[src/rtl/seven_segment_decoder.sv]
// Passive receiver for the multiplexed four-digit seven-segment bus: filters
// unstable/blanked patterns, decodes each digit to BCD and publishes whole frames.
module seven_segment_decoder #(
  parameter int STABLE_CYCLES = 4,
  parameter int TIMEOUT       = 2000000,
  parameter bit ACTIVE_LOW    = 1'b1
) (
  input  logic        Clk_100M,
  input  logic        Reset_n,
  input  logic [3:0]  SegmentDrivers,
  input  logic [7:0]  SevenSegment,
  output logic [15:0] Digits,
  output logic [3:0]  Dots,
  output logic        Frame_Valid,
  output logic        Pattern_Error,
  output logic        Select_Error,
  output logic        Display_Dead
);

  localparam int SW = $clog2(STABLE_CYCLES + 1);
  localparam int DW = $clog2(TIMEOUT + 1);
  localparam logic [SW-1:0] STABLE_MAX  = SW'(STABLE_CYCLES);
  localparam logic [SW-1:0] STABLE_FIRE = SW'(STABLE_CYCLES - 1);
  localparam logic [DW-1:0] DEAD_MAX    = DW'(TIMEOUT);
  // Synchronizers reset to the idle bus level so release never looks like a select clash.
  localparam logic [11:0] BUS_IDLE = ACTIVE_LOW ? 12'hFFF : 12'h000;

  logic [11:0]   sync1_q, sync1_d, sync2_q, sync2_d, prev_q, prev_d;
  logic [SW-1:0] cnt_q, cnt_d;
  logic [15:0]   shadow_digits_q, shadow_digits_d, digits_q, digits_d;
  logic [3:0]    shadow_dots_q, shadow_dots_d, dots_q, dots_d;
  logic [3:0]    seen_q, seen_d;
  logic [DW-1:0] dead_cnt_q, dead_cnt_d;
  logic          cap_q, cap_d, dead_q, dead_d;
  logic          frame_valid_q, frame_valid_d;
  logic          pattern_err_q, pattern_err_d, select_err_q, select_err_d;

  logic [11:0] sample;
  logic [3:0]  drv;
  logic [6:0]  seg;
  logic [4:0]  dec;
  logic        changed, stable_evt, one_drv, live, capture;

  function automatic logic [4:0] decode_seg(input logic [6:0] p);
    case (p)
      7'h3F:   decode_seg = {1'b1, 4'd0};
      7'h06:   decode_seg = {1'b1, 4'd1};
      7'h5B:   decode_seg = {1'b1, 4'd2};
      7'h4F:   decode_seg = {1'b1, 4'd3};
      7'h66:   decode_seg = {1'b1, 4'd4};
      7'h6D:   decode_seg = {1'b1, 4'd5};
      7'h7D:   decode_seg = {1'b1, 4'd6};
      7'h07:   decode_seg = {1'b1, 4'd7};
      7'h7F:   decode_seg = {1'b1, 4'd8};
      7'h6F:   decode_seg = {1'b1, 4'd9};
      default: decode_seg = 5'b0_0000;
    endcase
  endfunction

  assign sample = ACTIVE_LOW ? ~sync2_q : sync2_q;
  assign drv    = sample[11:8];
  assign seg    = sample[6:0];

  always_comb begin
    sync1_d = {SegmentDrivers, SevenSegment};
    sync2_d = sync1_q;
    prev_d  = sample;

    changed = (sample != prev_q);
    if (changed)                  cnt_d = '0;
    else if (cnt_q == STABLE_MAX) cnt_d = cnt_q;
    else                          cnt_d = cnt_q + SW'(1);
    // Saturation keeps this true for exactly one cycle per stable window.
    stable_evt = !changed && (cnt_d == STABLE_FIRE);

    dec     = decode_seg(seg);
    one_drv = $onehot(drv);
    live    = stable_evt && (drv != 4'h0) && (seg != 7'h00);
    capture = live && one_drv && dec[4];
    pattern_err_d = live && one_drv && !dec[4];
    select_err_d  = live && !one_drv;

    shadow_digits_d = shadow_digits_q;
    shadow_dots_d   = shadow_dots_q;
    for (int n = 0; n < 4; n++) begin
      if (capture && drv[n]) begin
        shadow_digits_d[4*n +: 4] = dec[3:0];
        shadow_dots_d[n]          = sample[7];
      end
    end

    // A capture in the publish cycle lands after the clear and starts the next frame.
    seen_d        = ((seen_q == 4'hF) ? 4'h0 : seen_q) | (capture ? drv : 4'h0);
    frame_valid_d = (seen_q == 4'hF);
    digits_d      = frame_valid_d ? shadow_digits_q : digits_q;
    dots_d        = frame_valid_d ? shadow_dots_q : dots_q;

    if (capture)                    dead_cnt_d = '0;
    else if (dead_cnt_q == DEAD_MAX) dead_cnt_d = dead_cnt_q;
    else                            dead_cnt_d = dead_cnt_q + DW'(1);
    cap_d  = capture;
    // Dead drops one cycle after the capture that revives the display.
    dead_d = (dead_cnt_d == DEAD_MAX) || (dead_q && !cap_q);
  end

  always_ff @(posedge Clk_100M or negedge Reset_n) begin
    if (!Reset_n) begin
      sync1_q         <= BUS_IDLE;
      sync2_q         <= BUS_IDLE;
      prev_q          <= '0;
      cnt_q           <= '0;
      shadow_digits_q <= '0;
      shadow_dots_q   <= '0;
      seen_q          <= '0;
      digits_q        <= '0;
      dots_q          <= '0;
      frame_valid_q   <= 1'b0;
      pattern_err_q   <= 1'b0;
      select_err_q    <= 1'b0;
      dead_cnt_q      <= '0;
      cap_q           <= 1'b0;
      dead_q          <= 1'b0;
    end else begin
      sync1_q         <= sync1_d;
      sync2_q         <= sync2_d;
      prev_q          <= prev_d;
      cnt_q           <= cnt_d;
      shadow_digits_q <= shadow_digits_d;
      shadow_dots_q   <= shadow_dots_d;
      seen_q          <= seen_d;
      digits_q        <= digits_d;
      dots_q          <= dots_d;
      frame_valid_q   <= frame_valid_d;
      pattern_err_q   <= pattern_err_d;
      select_err_q    <= select_err_d;
      dead_cnt_q      <= dead_cnt_d;
      cap_q           <= cap_d;
      dead_q          <= dead_d;
    end
  end

  assign Digits        = digits_q;
  assign Dots          = dots_q;
  assign Frame_Valid   = frame_valid_q;
  assign Pattern_Error = pattern_err_q;
  assign Select_Error  = select_err_q;
  assign Display_Dead  = dead_q;

endmodule

[config.mk]
export PLATFORM = sky130hd
export DESIGN_NAME = seven_segment_decoder
export DESIGN_NICKNAME = d
export VERILOG_FILES = /design/src/rtl/seven_segment_decoder.sv
export SDC_FILE = /design/constraint.sdc
export NUM_CORES = 1
export LEC_CHECK = 0
export ABC_AREA = 0
export CORE_ASPECT_RATIO = 1.25
export CORE_MARGIN = 2
export CORE_UTILIZATION = 40
export DETAILED_ROUTE_END_ITERATION = 8
export PLACE_DENSITY = 0.67
export SYNTH_ARGS = -nofsm -noshare
export SYNTH_HDL_FRONTEND = slang
export SYNTH_SLANG_ARGS = --single-unit
[constraint.sdc]
create_clock -name Clk_100M -period 5.1 [get_ports Clk_100M]
set_input_delay 1.02 -clock Clk_100M [delete_from_list [all_inputs] [get_ports Clk_100M]]
set_output_delay 1.02 -clock Clk_100M [all_outputs]
set_load 0.02 [all_outputs]
# Yosys cells after proc, flatten, opt, wreduce, memory -nomap -nowiden
# Cells that the tools add are included.
[op_classes]
n_mux = 7
reduce_logical = 19
bitwise = 2
n_eq_ne = 17
add_sub_neg = 5
[op_table]
columns = ["cell", "count"]
rows = [
  ["5-bit case mux with 10 select lines", 1],
  ["7-bit equality test (second input constant)", 7],
  ["21-bit equality test (second input constant)", 2],
  ["21-bit 2-to-1 mux", 2],
  ["21-bit by 1-bit adder with 21-bit output (second input constant)", 1],
  ["7-bit by 3-bit equality test with 1-bit output (second input constant)", 2],
  ["1-bit logical AND", 12],
  ["12-bit inequality test", 1],
  ["12-bit NOT", 1],
  ["4-bit 2-to-1 mux", 2],
  ["7-bit by 6-bit equality test with 1-bit output (second input constant)", 1],
  ["7-bit nonzero test", 1],
  ["3-bit 2-to-1 mux", 2],
  ["1-bit by 1-bit adder with 2-bit output", 2],
  ["4-bit equality test (second input constant)", 1],
  ["1-bit zero test", 4],
  ["4-bit bitwise OR", 1],
  ["4-bit nonzero test", 1],
  ["2-bit by 2-bit adder with 3-bit output", 1],
  ["3-bit by 1-bit adder with 3-bit output (second input constant)", 1],
  ["3-bit by 1-bit equality test with 1-bit output (second input constant)", 1],
  ["3-bit by 2-bit equality test with 1-bit output (second input constant)", 1],
  ["3-bit equality test (second input constant)", 1],
  ["1-bit logical OR", 1],
]
[totals]
register_bits = 109

# Longest topological paths before layout
# Gate-level depths: netlist of run 1.
[depth]
word_depth = 12
ltp_mapped = 10
mapped_depth_nobuf = 9

# Least setup slack after synthesis of run 1
# OpenSTA, ideal clock, no wires.
[synth_timing]
path_type = "register to register"
start = "register sync2_q[9]"
end = "register shadow_digits_q[0]"
setup_ns = 0.131
required_time_ns = 4.969
path_buffers = 1
synth_period_minus_slack_ns = 2.691
arrival_ns = 2.560
stages_incl_launch_ff = 11
slack_ns = 2.409
path_cell_list = "dfstp_2 > fa_1 > inv_1 > ha_1 > ha_1 > nor3b_1 > nand3_1 > or4_4 > buf_6 > o21ai_1 > o21ai_1"
[synth_via]
elab_chain_len = 10
[synth_rtl]
columns = ["element", "line", "text"]
rows = [
  ["start: declaration", "28", "logic [11:0] sync1_q, sync1_d, sync2_q, sync2_d, prev_q, prev_d;"],
  ["start signal: assignment", "125", "sync2_q <= sync2_d;"],
  ["12-bit NOT *", "60", "assign sample = ACTIVE_LOW ? ~sync2_q : sync2_q;"],
  ["12-bit inequality test", "69", "changed = (sample != prev_q);"],
  ["3-bit 2-to-1 mux", "70", "if (changed) cnt_d = '0;"],
  ["3-bit by 2-bit equality test with 1-bit output", "74", "stable_evt = !changed && (cnt_d == STABLE_FIRE);"],
  ["1-bit logical AND", "74", ""],
  ["1-bit logical AND (2 in a row)", "78", "live = stable_evt && (drv != 4'h0) && (seg != 7'h00);"],
  ["1-bit logical AND * (2 in a row)", "79", "capture = live && one_drv && dec[4];"],
  ["1-bit logical AND *", "86", "if (capture && drv[n]) begin"],
  ["end signal: assignment", "128", "shadow_digits_q <= shadow_digits_d;"],
  ["end: declaration", "30", "logic [15:0] shadow_digits_q, shadow_digits_d, digits_q, digits_d;"],
]
# Every way passes the cells marked *; elsewhere a longest branch is shown, timed or not.
# A chain may end at the register's enable or synchronous reset.

# Final worst setup path of run 1
[layout_timing]
start = "register sync2_q[9]"
end = "register dead_q, in the netlist Display_Dead"
[layout_via]
elab_chain_len = 12
[layout_rtl]
columns = ["element", "line", "text"]
rows = [
  ["12-bit NOT *", "60", ""],
  ["12-bit inequality test", "69", ""],
  ["3-bit 2-to-1 mux", "70", ""],
  ["3-bit by 2-bit equality test with 1-bit output", "74", ""],
  ["1-bit logical AND", "74", ""],
  ["1-bit logical AND (2 in a row)", "78", ""],
  ["1-bit logical AND * (2 in a row)", "79", ""],
  ["21-bit 2-to-1 mux *", "98", "if (capture) dead_cnt_d = '0;"],
  ["via dead_cnt_d[20]", "33", "logic [DW-1:0] dead_cnt_q, dead_cnt_d;"],
  ["21-bit equality test *", "103", "dead_d = (dead_cnt_d == DEAD_MAX) || (dead_q && !cap_q);"],
  ["1-bit logical OR *", "103", ""],
  ["via dead_d", "34", "logic cap_q, cap_d, dead_q, dead_d;"],
  ["end signal: assignment", "122", "dead_q <= 1'b0;"],
  ["end signal: assignment", "138", "dead_q <= dead_d;"],
  ["end: declaration", "34", ""],
]
# The timed path passes the listed nets; every way through them passes the cells marked *.

==> run metrics, run 1 <==
status=complete, no violations; Avg Inst Size Synth=10.5 µm²; diodes inserted=0; CTS Buf Count=9; Final Hold Viols=0; f_max=between 0.3 and 0.4 GHz; power share of the clock group=41.7%; CP Data Required Time=5.34 ns; Max VDD drop=about 0.16 mV; post-DP HPWL=6370 µm; Yosys reg bits=109; sw frac=21.6%; Worst setup EP type=register; yosys warns=0; number of enable flip-flop cells after synthesis=0; Reg power frac=54.8%; P&R area growth vs syn=15.5%; drt wl/cell=14.6 µm; Cell Rows=44; Worst-path clk slew=approximately 0.070 ns; Die Wd=101 µm; final critical-path share of the clock period=60.5%; vias per inst=around 5.1; post-CTS sizing=0; final setup vio count=0; cell taking the most area after synthesis=dfrtp_1; Die Span Y=126 µm; Critical Path Source=sync2_q[9]; CP bufs+invs=2; Synth area leaders=dfrtp_1 (45%), dfstp_2 (13%), nand2_1 (6.7%), xnor2_1 (4.3%), nor2_1 (2.8%); Synth Flop Type=dfrtp_1; largest net degree at the start of global routing=66; Combinational Power Share=about 3.5%; Post-synth top cells=dfrtp_1 (85), nand2_1 (84), nor2_1 (35); vias in the first global route=3133; maxcap violations=0; Post-CTS Setup Inserts=0; worst path arrival time=3.32 ns; Worst Hold Class=reg -> reg; post-synth cell types=48; Routed WL=9030 µm; CP max stage delay=0.61 ns; share of cells above drive strength 1=roughly an eighth; CTS tree=yes; Fin Setup TNS=0 ns; sequential area share after synthesis=58.3%; Psw=357 µW; fill cell count=1106; crit start category=register; fin. max-slew vios=0; fin nets=499; Clock Skews=0.00996 ns; Cell Chain, Critical Path=fa_1 > inv_1 > ha_1 > ha_1 > nor3b_1 > and4b_1 > buf_4 > nor2_1 > a31o_2; first-pass GRT wire length=15400 µm; critical path fanouts, max=21; most used cell, CP=ha_1; count leader, synth=dfrtp_1; Power Internal=1290 µW; worst skew pair latency=0.35 ns; Total GRT Usage=15.4%; relative slew slack=46.7%; Initial Util=40.9%; Synth top area share=45.0%; min-delay src=sync1_q[1]; Pwr per Cell Area=between 300 and 400 mW/mm²; DRC errors left=0; initial antenna violation count=0; Syn Inst Count=449; P_leak=0.00248 µW; Root Driver=clkbuf_16; Worst Setup Path Type=reg -> reg; total power=1650 µW; H-tree depth=3; async set or reset register ratio after synthesis=100%; delay-heaviest family, CP=simple AND/OR/NAND/NOR gates; Tmin final=3.08 ns; grt ovf=0; CTS Hold Bufs=0; Top Ports=38; Mapped Nets=471; drt pass-1 iters=5; CTS sink count=around 110; DR iter-0 viols=between 100 and 150; PortBufs=37; CTS max path bufs=2; r2r startpoint=sync2_q[9]; synthesized cell area=about 0.0047 mm²; Worst path slowest cell=dfstp_2; die area=about 0.013 mm²; RSZ-0062 raised after global routing=false; Core Region=about 0.012 mm²; worst slew pin tran=0.799 ns; GP Congestion=between 0.8 and 0.9; Vias=3139; antenna-violating nets left=0
final timing paths:
| kind | to | slack, ns | depth (start not counted) |
|---|---|---|---|
| worst max-delay path | Display_Dead | 2.02 | 9 |
| worst min-delay path | sync2_q[1] | 0.36 | 0 |
| worst max register to register | Display_Dead | 2.02 | 9 |
| worst min register to register | sync2_q[1] | 0.36 | 0 |
| max in group asynchronous | sync2_q[11] | 3.26 | 2 |
| min in group asynchronous | prev_q[0] | 0.77 | 1 |
flip-flops by register name, indices dropped and copies added, names as in the netlist, 12 cells and up:
name,cells
prev_q,12
shadow_digits_q,16
sync2_q,12
dead_cnt_q,21
Digits,16
sync1_q,12
kinds of logic after synthesis:
logic type / share of synthesized area (%)
buf+inv: 4.23
simple gates: 19.9
fa+ha+maj: 2.28
flops: 58.3
mux: 2.57
xor+xnor: 6.48
compound gates: 6.19
routing by layer:
layer,GRT usage [%],wire [µm],up-vias
li1,-,-,1547
met1,19.6,4050,1523
met2,25.6,4510,55
met3,2.18,244,14
met4,7.31,223,0
met5,0,0,-
per-stage QoR:
| stage | setup WS (ns) | util [%] | std cells | hold WS, ns | cell area (µm²) |
|---|---|---|---|---|---|
| 2_1_floorplan | 2.41 | - | 449 | 0.345 | 4730 |
| 3_3_place_gp | 2.20 | 44.7 | 604 | 0.347 | 5170 |
| 3_5_place_dp | 2.06 | 44.7 | 604 | 0.347 | 5170 |
| 4_1_cts | 2.04 | 47.3 | 620 | 0.357 | 5460 |
| 5_1_grt | 1.82 | 47.3 | 620 | 0.360 | 5460 |
| 6_report | 2.02 | 47.3 | 620 | 0.355 | 5460 |
cell type report:
| cell class | instances | area [µm²] | share of cell area [%] |
|---|---|---|---|
| Multi-Input combinational cell | 296 | 1770 | 32.4 |
| Tap cell | 138 | 173 | 3.16 |
| Clock buffer | 11 | 233 | 4.26 |
| Sequential cell | 109 | 2760 | 50.5 |
| Timing Repair Buffer | 40 | 390 | 7.15 |
| Inverter | 21 | 78.8 | 1.44 |
| Clock inverter | 5 | 60.1 | 1.10 |
cell usage in the layout, fill, tap and decap left out, drive strengths merged, types with 3 or more instances in the layout:
cell type      netlist  routed
nand2               88      88
dfrtp               85      85
clkdlybuf4s50        0      36
nor2                35      35
o21ai               29      29
dfstp               24      24
xnor2               23      23
inv                 21      22
nand3               13      13
xor2                12      12
nor3                11      11
nand4               11      11
clkbuf              10      11
mux2                 9       9
nor4                 9       9
nor2b                7       7
ha                   7       7
a21oi                6       6
nor3b                4       4
buf                 13       4
a31oi                3       3
and4                 3       3
nor4b                3       3
power groups by stage:
stage / clock network (µW) / registers, µW / logic, µW
2_1_floorplan: 0 / 909 / 34.5
3_3_place_gp: 0 / 919 / 57.8
3_5_place_dp: 0 / 920 / 59.5
4_1_cts: 708 / 904 / 59.7
5_1_grt: 742 / 906 / 66.4
6_report: 689 / 904 / 57.8
Note: power is estimated with default switching activity, not from simulation.
==> run 2, diff against run 1 <==
clock period = 2.9 ns   (was 5.1 ns; I/O delays follow)
==> run 2 against run 1 <==
  * Combinational power increased by 110%
  * Setup slack got worse by 2.0 ns
  * Non-clock buffer count increased by 9
  * Sequential power increased by 76%
  * Critical endpoint is now shadow_dots_q[0]
  * Via count increased by 4.7%
  * Final area increased by 1.8%
  * Maximum frequency increased by 7.8%
  * Wire length increased by 1.8%
==> run metrics, run 2 (synthesis results as in run 1) <==
final critical-path share of the clock period=98.6% (was 60.5%); Root Driver=clkbuf_16 (unchanged); Worst path slowest cell=or4_4 (was dfstp_2); largest net degree at the start of global routing=50 (was 66); vias in the first global route=3321 (was 3133); P_leak=0.00253 µW (was 0.00248 µW); relative slew slack=49.5% (was 46.7%); maxcap violations=0 (unchanged); fin. max-slew vios=0 (unchanged); Die Wd=101 µm (unchanged); P&R area growth vs syn=17.6% (was 15.5%); CP max stage delay=0.62 ns (was 0.61 ns); diodes inserted=0 (unchanged); Cell Chain, Critical Path=fa_1 > inv_1 > ha_1 > ha_1 > nor3b_2 > nand3_2 > or4_4 > o21ai_0 > o21ai_0 (was fa_1 > inv_1 > ha_1 > ha_1 > nor3b_1 > and4b_1 > buf_4 > nor2_1 > a31o_2); drt wl/cell=14.6 µm (about the same); Top reg by flops=dead_cnt_q (unchanged); Top Ports=38 (unchanged); CTS max path bufs=2 (unchanged); DRC errors left=0 (unchanged); worst slew pin tran=0.750 ns (was 0.799 ns); first-pass GRT wire length=15600 µm (was 15400 µm); Clock Skews=0.00807 ns (was 0.00996 ns); post-DP HPWL=6580 µm (was 6370 µm); Core Region=0.0116 mm² (unchanged); Worst-path clk slew=0.07 ns (about the same); grt ovf=0 (unchanged); initial antenna violation count=0 (unchanged); PortBufs=37 (unchanged); DR iter-0 viols=131 (was 144); fin nets=509 (was 499); CTS tree=yes (unchanged); Initial Util=40.9% (unchanged); die area=0.0127 mm² (unchanged); critical path fanouts, max=7 (was 21); final worst slack=0.0397 ns (was 2.02 ns); Cell Rows=44 (unchanged); Vias=3288 (was 3139); crit start category=register (unchanged); Die Span Y=126 µm (unchanged); final setup vio count=0 (unchanged); Worst Setup Path Type=reg -> reg (unchanged); vias per inst=5.22 (was 5.06); Pwr per Cell Area=520 mW/mm² (was 302 mW/mm²); status=complete, no violations (unchanged); dpl ws=0.0702 ns (was 2.06 ns); Routed WL=9190 µm (was 9030 µm); H-tree depth=3 (unchanged); Worst Hold Class=in -> async (was reg -> reg); CTS sink count=109 (unchanged); Tmin final=2.86 ns (was 3.08 ns); antenna-violating nets left=0 (unchanged); f_max=0.350 GHz (was 0.324 GHz); worst path arrival time=3.08 ns (was 3.32 ns); Largest register FFs=21 (unchanged); share of cells above drive strength 1=15.4% (was 12.9%); Total GRT Usage=15.5% (was 15.4%); post-route insts no fill=630 (was 620); commonest non-fill, non-tap cell in the layout=dfrtp_1 (unchanged); worst skew pair latency=0.35 ns (about the same); RSZ-0062 raised after global routing=true (was false); CTS Buf Count=9 (unchanged); CP Data Required Time=3.12 ns (was 5.34 ns); Max VDD drop=0.341 mV (was 0.163 mV); drt pass-1 iters=7 (was 5); Final Hold Viols=0 (unchanged); commonest cells after routing, fill and taps aside=dfrtp_1 (85), nand2_1 (84), clkdlybuf4s50_1 (36), nor2_1 (35), dfstp_2 (24) (unchanged); GP Congestion=0.886 (was 0.868); Worst setup EP type=register (unchanged); DP Cell Count=611 (was 604)
==> run 2: metal layers <==
layer  wire length, µm  GRT usage [%]
met2              4740           26.0
met4               207           6.92
met5                 0              0
met3               294           2.91
met1              3940           19.2
==> run 2: worst paths after layout <==
kind,start,to,slack (ns),cells past startpoint
hold / removal,Reset_n,prev_q[1],0.24,1
min in group Clk_100M,sync1_q[3],sync2_q[3],0.35,0
hold reg to reg,sync1_q[3],sync2_q[3],0.35,0
max in group asynchronous,Reset_n,Digits[7],1.83,2
setup reg to reg,sync2_q[8],shadow_dots_q[0],0.04,9
setup / recovery,sync2_q[8],shadow_dots_q[0],0.04,9
==> run 2: repair_timing <==
item	in CTS	in global routing
endpoints found under the hold margin	0	0
buffers inserted	0	2
hold buffers	0	0
gates resized for setup	0	3
endpoints found under the setup margin	0	20
==> run 2: worst max-delay path: cells and delay by family, from the launching register on <==
kind	cells	cell delay (ns)
AND/OR/NAND/NOR	3	1.02
adder cells (fa/ha/maj)	3	0.98
flip-flops	1	0.39
AO/OA/AOI/OAI	2	0.29
buffers and inverters	1	0.04
==> run 2: power by group <==
| group | total (µW) | switching (µW) | internal, µW |
|---|---|---|---|
| combinational | 124 | 68.4 | 55.4 |
| sequential | 1590 | 26.3 | 1560 |
| clock | 1180 | 580 | 604 |
==> run 2: final cells by class <==
| cell class | instances | area [µm²] |
|---|---|---|
| fill | 1068 | 6000 |
| sequential | 109 | 2760 |
| multi-input combinational | 297 | 1790 |
| timing repair buffer | 49 | 470 |
| clock buffer | 9 | 225 |
| tap | 138 | 173 |
| inverter | 21 | 78.8 |
| clock inverter | 7 | 63.8 |
==> run 2: per-stage QoR <==
stage	cell area (µm²)	TNS [ns]	hold WS (ns)	power (µW)	utilization, %
after floorplan	4730	0	0.284	1660	-
after global placement	5240	0	0.346	1730	45.3
after detailed placement	5240	0	0.347	1730	45.3
after CTS	5520	0	0.265	2920	47.8
after global routing	5560	-0.295	0.293	3010	48.1
final	5560	0	0.240	2890	48.1
==> run 3, diff against run 2 <==
CORE_ASPECT_RATIO = 1.1   (was 1.25)
GPL_TIMING_DRIVEN = 0   (was default)
==> run 3 against run 2 <==
  * Global-route usage fell by 0.33 points
  * Sequential power barely moved
  * Final cell count increased by 4.6%
  * Wire length decreased by 1.7%
  * Setup slack improved by 0.073 ns
  * Combinational power is 14% higher
  * Worst hold slack worse by 0.056 ns
  * Clock power is 9% higher
  * Via count is 1.2% lower
  * Critical path type unchanged
  * Maximum frequency increased by 2.6%
  * Largest cell class unchanged
==> run metrics, run 3 (synthesis results as in run 1) <==
diodes inserted=0 (unchanged); Pwr per Cell Area=528 mW/mm² (was 520 mW/mm²); reg-to-reg slack, setup=0.11 ns (was 0.04 ns); CP max stage delay=0.61 ns (was 0.62 ns); grt ovf=0 (unchanged); CTS max path bufs=2 (unchanged); dpl ws=-0.0936 ns (was 0.0702 ns); worst path arrival time=3.00 ns (was 3.08 ns); Worst path slowest cell=dfstp_2 (was or4_4); Cell Rows=41 (was 44); first-pass GRT wire length=15400 µm (was 15600 µm); Die Span Y=118 µm (was 126 µm); final critical-path share of the clock period=96.1% (was 98.6%); worst skew pair latency=0.35 ns (about the same); PortBufs=37 (unchanged); drt wl/cell=13.7 µm (was 14.6 µm); Top reg by flops=dead_cnt_q (unchanged); initial antenna violation count=0 (unchanged); commonest non-fill, non-tap cell in the layout=dfrtp_1 (unchanged); Initial Util=41.1% (was 40.9%); vias in the first global route=3234 (was 3321); DRC errors left=0 (unchanged); Worst setup EP type=register (unchanged); CTS Hold Bufs=0 (unchanged); GP Congestion=0.837 (was 0.886); critical path fanouts, max=10 (was 7); sw frac=21.8% (was 23.3%); Total GRT Usage=15.2% (was 15.5%); P&R area growth vs syn=20.3% (was 17.6%); CTS sink count=109 (unchanged); Routed WL=9030 µm (was 9190 µm); commonest cells after routing, fill and taps aside=dfrtp_1 (85), nand2_1 (84), clkdlybuf4s50_1 (36), nor2_1 (35), dfstp_2 (24) (unchanged); share of cells above drive strength 1=15.9% (was 15.4%); f_max=0.359 GHz (was 0.350 GHz); Clock Skews=0.0116 ns (was 0.00807 ns); Worst-path clk slew=0.07 ns (about the same); post-DP HPWL=6350 µm (was 6580 µm); relative slew slack=58.0% (was 49.5%); Final Instance Area=0.00569 mm² (was 0.00556 mm²); maxcap violations=0 (unchanged); Power Internal=2350 µW (was 2220 µW); Tmin final=2.79 ns (was 2.86 ns); Worst Hold Class=in -> async (unchanged); Final Hold Viols=0 (unchanged); fin. max-slew vios=0 (unchanged); DR iter-0 viols=164 (was 131); antenna-violating nets left=0 (unchanged); largest net degree at the start of global routing=74 (was 50); Vias=3247 (was 3288); CTS Buf Count=9 (unchanged); power share of the clock group=42.9% (was 40.9%); vias per inst=4.93 (was 5.22); CTS tree=yes (unchanged); worst slew pin tran=0.624 ns (was 0.750 ns); fin nets=526 (was 509); Psw=654 µW (was 674 µW); Cell Chain, Critical Path=fa_1 > inv_1 > ha_1 > ha_1 > nor3b_4 > nand3_1 > or4_4 > buf_6 > o21ai_1 > o21ai_1 (was fa_1 > inv_1 > ha_1 > ha_1 > nor3b_2 > nand3_2 > or4_4 > o21ai_0 > o21ai_0); Max VDD drop=0.294 mV (was 0.341 mV); Worst Setup Path Type=reg -> reg (unchanged); fill cell count=1073 (was 1068); final setup vio count=0 (unchanged); status=complete, no violations (unchanged); Combinational Power Share=4.7% (was 4.3%); P_leak=0.00260 µW (was 0.00253 µW); CP Data Required Time=3.12 ns (about the same); Die Wd=108 µm (was 101 µm); die area=0.0127 mm² (about the same); Largest register FFs=21 (unchanged); Core Region=0.0115 mm² (was 0.0116 mm²); H-tree depth=3 (unchanged); Reg power frac=52.4% (was 54.8%); Core Util, Final=49.5% (was 48.1%); final worst slack=0.112 ns (was 0.0397 ns); Top Ports=38 (unchanged); crit start category=register (unchanged); dpl cell area=0.00531 mm² (was 0.00524 mm²); Root Driver=clkbuf_16 (unchanged); drt pass-1 iters=4 (was 7); worst r2r path cells=10 (was 9); total power=3000 µW (was 2890 µW)
==> run 3: path summary, 6_finish.rpt <==
check	startpoint	end
worst min-delay path	Reset_n	Select_Error
worst min register to register	sync1_q[6]	sync2_q[6]
worst max-delay path	sync2_q[11]	shadow_digits_q[8]
min in group Clk_100M	sync1_q[6]	sync2_q[6]
max in group asynchronous	Reset_n	sync2_q[10]
worst max register to register	sync2_q[11]	shadow_digits_q[8]
==> run 3: cell type report <==
type                       count  area, µm²  area share [%]
clock buffer                  11        253            4.44
buffer                        23        121            2.13
clock inverter                 5       67.6            1.19
timing repair buffer          44        440            7.74
tap                          150        188            3.30
multi-input combinational    296       1780            31.3
inverter                      21       78.8            1.39
sequential                   109       2760            48.5
==> run 3: worst max-delay path: cells and delay by family, from the launching register on <==
kind | cells | cell delay [ns]
AOI/OAI and AO/OA | 2 | 0.19
adders and majority gates | 3 | 0.83
buffers and inverters | 2 | 0.24
DFF | 1 | 0.61
and+or+nand+nor | 3 | 0.79
==> run 3: through the flow <==
step	hold slack, ns	TNS, ns	cells
detailed placement	0.347	-0.797	637
finish	0.184	0	659
floorplan	0.284	0	449
CTS	0.201	0	653
global route	0.227	-0.0179	659
global placement	0.346	-258.72	636
==> run 3: metal layers <==
| layer | up-vias | share of wire [%] | routed length (µm) | global-route usage [%] |
|---|---|---|---|---|
| met5 | - | 0 | 0 | 0 |
| met4 | 0 | 1.5 | 131 | 4.57 |
| met3 | 12 | 3.3 | 300 | 3.49 |
| met2 | 50 | 50 | 4470 | 25.3 |
| met1 | 1583 | 46 | 4120 | 19.6 |
| li1 | 1602 | - | - | - |
==> run 3: power groups by stage <==
stage	combinational [µW]	clock (µW)	sequential, µW
after CTS	130	1310	1580
after floorplan	60.7	0	1600
final	141	1290	1570
after global placement	118	0	1600
after detailed placement	127	0	1600
after global routing	159	1390	1580
==> run 3: repair_timing <==
| action | in CTS | in global routing |
|---|---|---|
| setup endpoints to repair | 18 | 12 |
| buffers inserted | 0 | 6 |
| pin swaps | 0 | 1 |
| resized for setup | 1 | 1 |
